[config.mk]
export PLATFORM = sky130hd
export DESIGN_NAME = deser8
export DESIGN_NICKNAME = d
export VERILOG_FILES = /design/src/rtl/deser8.sv
export SDC_FILE = /design/constraint.sdc
export NUM_CORES = 1
export LEC_CHECK = 0
export CAP_MARGIN = 0
export CORE_MARGIN = 4
export CORE_UTILIZATION = 45
export CTS_CLUSTER_SIZE = 16
export DETAILED_ROUTE_END_ITERATION = 10
export PLACE_DENSITY = 0.73
export REMOVE_ABC_BUFFERS = 1
export SETUP_SLACK_MARGIN = 0.5
export SYNTH_ARGS = -nofsm -noshare
export SYNTH_HDL_FRONTEND = slang
export SYNTH_SLANG_ARGS = --single-unit
export TNS_END_PERCENT = 1
[constraint.sdc]
create_clock -name clk -period 1.5 [get_ports clk]
set_input_delay 0.3 -clock clk [delete_from_list [all_inputs] [get_ports clk]]
set_output_delay 0.3 -clock clk [all_outputs]
set_load 0.01 [all_outputs]
[src/rtl/deser8.sv]
// Serial-to-parallel byte receiver with selectable bit order, rdy/vld handoff and sticky overrun.
// Optional even-parity bit after the data byte when DESER8_PARITY_EN is defined.
module deser8 (
  input  logic       clk,
  input  logic       reset,
  input  logic       en,
  input  logic       sd,
  input  logic       dir,
  input  logic       sync,
  input  logic       rdy,
  input  logic       clr,
  output logic [7:0] q,
  output logic       vld,
  output logic       ovr,
  output logic       perr,
  output logic       busy
);

`ifdef DESER8_PARITY_EN
  typedef enum logic [1:0] {IDLE, SHIFT, PAR} state_t;
`else
  typedef enum logic [1:0] {IDLE, SHIFT} state_t;
`endif

  state_t     state;
  logic [7:0] sr;
  logic [3:0] cnt;
  logic       ldir;

  logic       done;
  logic [7:0] data;
  logic       overrun;
`ifdef DESER8_PARITY_EN
  logic       par_err;
`endif

  function automatic logic [7:0] shift_in(input logic [7:0] cur, input logic bit_in,
                                          input logic lsb_first);
    return lsb_first ? {bit_in, cur[7:1]} : {cur[6:0], bit_in};
  endfunction

  // NOTE: every signal assigned here gets a default first, so no latch is inferred.
  always_comb begin
    done = 1'b0;
    data = shift_in(sr, sd, ldir);
`ifdef DESER8_PARITY_EN
    par_err = (^sr) ^ sd;
`endif
    if (en && !sync) begin
      case (state)
`ifdef DESER8_PARITY_EN
        PAR: begin
          done = 1'b1;
          data = sr;
        end
`else
        SHIFT: done = (cnt == 4'd7);
`endif
        default: done = 1'b0;
      endcase
    end
  end

  assign overrun = done && vld && !rdy;
  assign busy    = (state != IDLE);

`ifndef DESER8_PARITY_EN
  assign perr = 1'b0;
`endif

  // NOTE: all state is updated with non-blocking assignments so every register sees pre-edge values.
  always_ff @(posedge clk) begin
    if (reset) begin
      state <= IDLE;
      sr    <= 8'h00;
      cnt   <= 4'd0;
      ldir  <= 1'b0;
      q     <= 8'h00;
      vld   <= 1'b0;
      ovr   <= 1'b0;
`ifdef DESER8_PARITY_EN
      perr  <= 1'b0;
`endif
    end else begin
      // A sync (or idle) edge with en set starts a fresh frame with sd as its first bit.
      if (sync || state == IDLE) begin
        state <= IDLE;
        sr    <= 8'h00;
        cnt   <= 4'd0;
        if (en) begin
          state <= SHIFT;
          sr    <= shift_in(8'h00, sd, dir);
          ldir  <= dir;
          cnt   <= 4'd1;
        end
      end else if (en) begin
        case (state)
          SHIFT: begin
            sr <= data;
            if (cnt == 4'd7) begin
`ifdef DESER8_PARITY_EN
              cnt   <= 4'd8;
              state <= PAR;
`else
              cnt   <= 4'd0;
              state <= IDLE;
`endif
            end else begin
              cnt <= cnt + 4'd1;
            end
          end
          default: begin
            cnt   <= 4'd0;
            state <= IDLE;
          end
        endcase
      end

      if (done && (!vld || rdy)) begin
        q   <= data;
        vld <= 1'b1;
`ifdef DESER8_PARITY_EN
        perr <= par_err;
`endif
      end else if (rdy) begin
        vld <= 1'b0;
      end

      if (overrun) ovr <= 1'b1;
      else if (clr) ovr <= 1'b0;
    end
  end

endmodule
# == Word-level counts from Yosys, hierarchy flattened ==
# Cells that the tools add are included.
# op_classes
add_sub_neg,1
n_eq_ne,3
n_mux,22
reduce_logical,18
# ops
cell,n
2-to-1 mux 8 bit,6
2-to-1 mux 4 bit,4
nonzero test 2 bit,5
2-to-1 mux 1 bit,8
2-to-1 mux 2 bit,4
AND reduction 2 bit,3
adder 4 x 1 -> 4 bit (second input constant),1
== test 4 x 3 -> 1 bit (second input constant),1
logical AND 1 bit,4
logical NOT 1 bit,3
inequality test 3 bit (second input constant),1
== test 2 x 1 -> 1 bit (second input constant),1
logical NOT 2 bit,1
logical OR 1 bit,2
# totals
register_bits,25
in_bits,8

# == Depth between registers and ports, before layout ==
# depth
depth_word,6
mapped_depth,5
mapped_depth_nobuf,4

# == Worst setup path after synthesis ==
# No wires, ideal clock.
# synth_path
path_type,reg2reg
startpoint,reg cnt[0]
endpoint,reg cnt[3]
setup_time_ns,0.071
t_arrival_ns,1.396
setup_slack_ns,0.033
path_stages_with_launch,6
n_path_buf,1
cell_sequence,dfxtp_1 -> ha_1 -> and3_4 -> buf_6 -> or4_1 -> a21oi_1
# synth_between
elab_chain_cells,5
word_cells_on_any_way,6
cone_classes,add/sub (1); eq/ne (1); mux (4)
# synth_rtl
item,line_no,source
from (decl),27,logic [3:0] cnt;
from (signal assigned),109,cnt <= cnt + 4'd1;
adder 4 x 1 -> 4 bit / == test 4 x 3 -> 1 bit (equally long branches),"109, 100",
2-to-1 mux 4 bit *,100,if (cnt == 4'd7) begin
2-to-1 mux 4 bit *,97,case (state)
2-to-1 mux 4 bit *,96,end else if (en) begin
2-to-1 mux 4 bit *,86,if (sync || state == IDLE) begin
# Mark *: on every way between the ends. The rest lies on a longest branch, timed or not. The select of a mux whose other input is x is not followed.
# A chain may end at the register's enable or synchronous reset.

# == Final worst setup path ==
# Ends and elaborated chain as after synthesis.

==> flow_metrics.tcl <==
set metrics [dict create \
    ioPinCount 20 \
    fin_util 0.636 \
    synth_edf_count 0 \
    grt_pass1_vias 867 \
    async_reset_ff_frac 0 \
    synth_cell_type_count 37 \
    reg2reg_slack_ns 0.20 \
    power.density_mw_per_mm2 737 \
    multi_input_area_sq_um 571 \
    r2r_cells 4 \
    clkSinkCount 24 \
    ir_drop_mv 0.523 \
    finalWirelength_mm 2.29 \
    wl_per_cell_um 14.1 \
    required_ns 1.75 \
    post-place-cells 158 \
    finalNonFillerCells 162 \
    slew_violations 0 \
    ff_latch_area_sq_um 484 \
    p_int_mw 0.800 \
    ys_seq_area_frac 0.452 \
    drt_first_iter_violations 9 \
    ant_nets 0 \
    row_count 17 \
    setup_viol 0 \
    final_layout_size_suffix_gt1_frac 0.261 \
    rsz0062_at_grt "yes" \
    synth_common_cells "24 x dfxtp_1, 10 x nor2_1, 9 x mux2i_1" \
    cts_root_buf "clkbuf_4" \
    min_path_type "input port to flop" \
    yosysTopAreaCellShare 0.452 \
    cts_buffer_depth 2 \
    drc 0 \
    coreArea_sq_mm 0.00223 \
    holdPathEnd "state[0]" \
    path_class "flop to flop" \
    yosysWarnings 0 \
    p_switching_mw 0.247 \
    ys_ff_latch 24 \
    hold_viol_final 0 \
    grt_remaining_overflow 0 \
    die_w_um 56.6 \
    holdPathStages 3 \
    synth_area_sq_mm 0.00106 \
    p_total_mw 1.05 \
    synth_top_area_cell "dfxtp_1" \
    outcome "complete, no violations" \
    start_kind "flop" \
    area_growth_pct 33.7 \
    die_y_um 56.6 \
    viasPerCell 5.51 \
    die-area_sq_mm 0.00320 \
    pwr-share-clk 0.265 \
    fmax_mhz 771 \
    r2r-start "cnt[0]" \
    grt_antenna_before_repair 0 \
    p_leak_nw 0.543 \
    firstDrtPassIters 4 \
    htreeDepth 1 \
    synth-main-ff-cell "dfxtp_1" \
    start_util 0.476 \
    clk-insertion-delay-late_ns 0.31 \
    crit_path_end_kind "flop" \
    grt_first_pass_wirelength_mm 3.94 \
    cts_made_buffers 3 \
    grt_use_total 0.155 \
    yosysMostFrequentCell "dfxtp_1" \
    seqPwrFrac 0.628 \
    final_net_count 145 \
    drv_cap 0 \
    dp_hpwl_mm 1.68 \
    cp_max_fo 3 \
    post-route-period-util 0.864 \
    fin_crit_ns 1.30 \
    finalSetupTns_ns 0 \
    cts_tree "built" \
    sw_frac_of_total 0.236 \
    diodes 0 \
    combPwrFrac 0.107 \
    port_buffers 18 \
    gp_congestion 0.734 \
    skew_ns 0.00331 \
    synth_cells 109 \
    cts_hold_buf 0 \
    crit_arrival_ns 1.55 \
    clk_pin_slew_worst_paths_ns 0.12 \
    r2r_end "cnt[3]" \
    ys_top_cells_by_area "dfxtp_1 45%, mux2i_1 8.5%, a311oi_1 6.6%" \
    syn_area_per_cell_sq_um 9.75 \
    vias 892 \
    hold_start "en" \
    fill_cells 203 \
    grt_max_degree 22 \
]
==> repair_timing <==
action	in CTS	in global routing
pin swaps	4	5
setup endpoints to repair	35	33
resized for setup	24	6
buffers inserted	1	0
==> metrics by stage <==
stage / area [sq um] / hold WS, ns / setup WS (ns)
2_1_floorplan: 1010 / 0.369 / 0.123
3_3_place_gp: 1340 / 0.506 / -0.127
3_5_place_dp: 1340 / 0.518 / -0.189
4_1_cts: 1390 / 0.468 / 0.200
5_1_grt: 1420 / 0.484 / 0.162
6_report: 1420 / 0.486 / 0.204
==> critical path: stages, from the launching register on <==
cell and delay (ns):
dfxtp_2 0.36, ha_4 0.15, and3_4 0.19, or4_4 0.42
a21oi_2 0.12
==> worst max-delay path by stage <==
| stage | cells after the start | end | slack [ns] | from |
|---|---|---|---|---|
| after detailed placement | 4 | cnt[3] | -0.19 | en |
| after floorplan | 4 | cnt[3] | 0.12 | cnt[0] |
| final | 4 | cnt[3] | 0.20 | cnt[0] |
| after CTS | 4 | cnt[3] | 0.20 | cnt[0] |
| after global routing | 5 | q[0] | 0.16 | cnt[0] |
| after global placement | 4 | cnt[3] | -0.13 | en |
==> per-layer routing <==
layer  GRT usage  vias to the layer above  wire [um]
li1            -                      458          -
met1       0.200                      415       1090
met2       0.261                       16       1080
met3      0.0230                        3        100
met4      0.0508                        0         23
met5           0                        -          0
==> cell usage in the layout (no fill, tap or decap), types with 3 or more instances in the layout <==
cell type,n
a211oi_1,6
a311oi_2,3
buf_6,3
dlygate4sd2_1,13
a311oi_1,5
nor2_1,10
dfxtp_1,21
mux2i_1,9
clkbuf_4,3
buf_4,11
clkdlybuf4s50_1,5
a31oi_1,8
dfxtp_2,3
==> state kept, by name, indices dropped and copies added, names as in the netlist <==
| name | count |
|---|---|
| ovr | 1 |
| q | 8 |
| vld | 1 |
| sr | 8 |
| cnt | 4 |
| state | 1 |
| ldir | 1 |
==> area by class of cell <==
type / instances / share of cell area
clock buffer: 3 / 0.0159
timing repair buffer: 33 / 0.211
tap: 28 / 0.0247
sequential: 24 / 0.341
inverter: 2 / 0.00529
multi-input combinational: 72 / 0.402
==> power by group through the flow <==
stage               registers, mW  logic (mW)  clock network [mW]
global placement            0.670       0.105                   0
CTS                         0.657       0.110               0.282
detailed placement          0.670       0.108                   0
global route                0.659       0.123               0.326
floorplan                   0.671      0.0422                   0
finish                      0.657       0.112               0.277
==> cell families after synthesis <==
logic type,synth area share
AND/OR/NAND/NOR,0.146
multiplexers,0.0848
buffers and inverters,0.0589
adder cells (fa/ha/maj),0.0118
other,0.00353
XOR/XNOR,0.0165
AO/OA/AOI/OAI,0.226
flip-flops,0.452
Power figures use the tool's default switching activity.
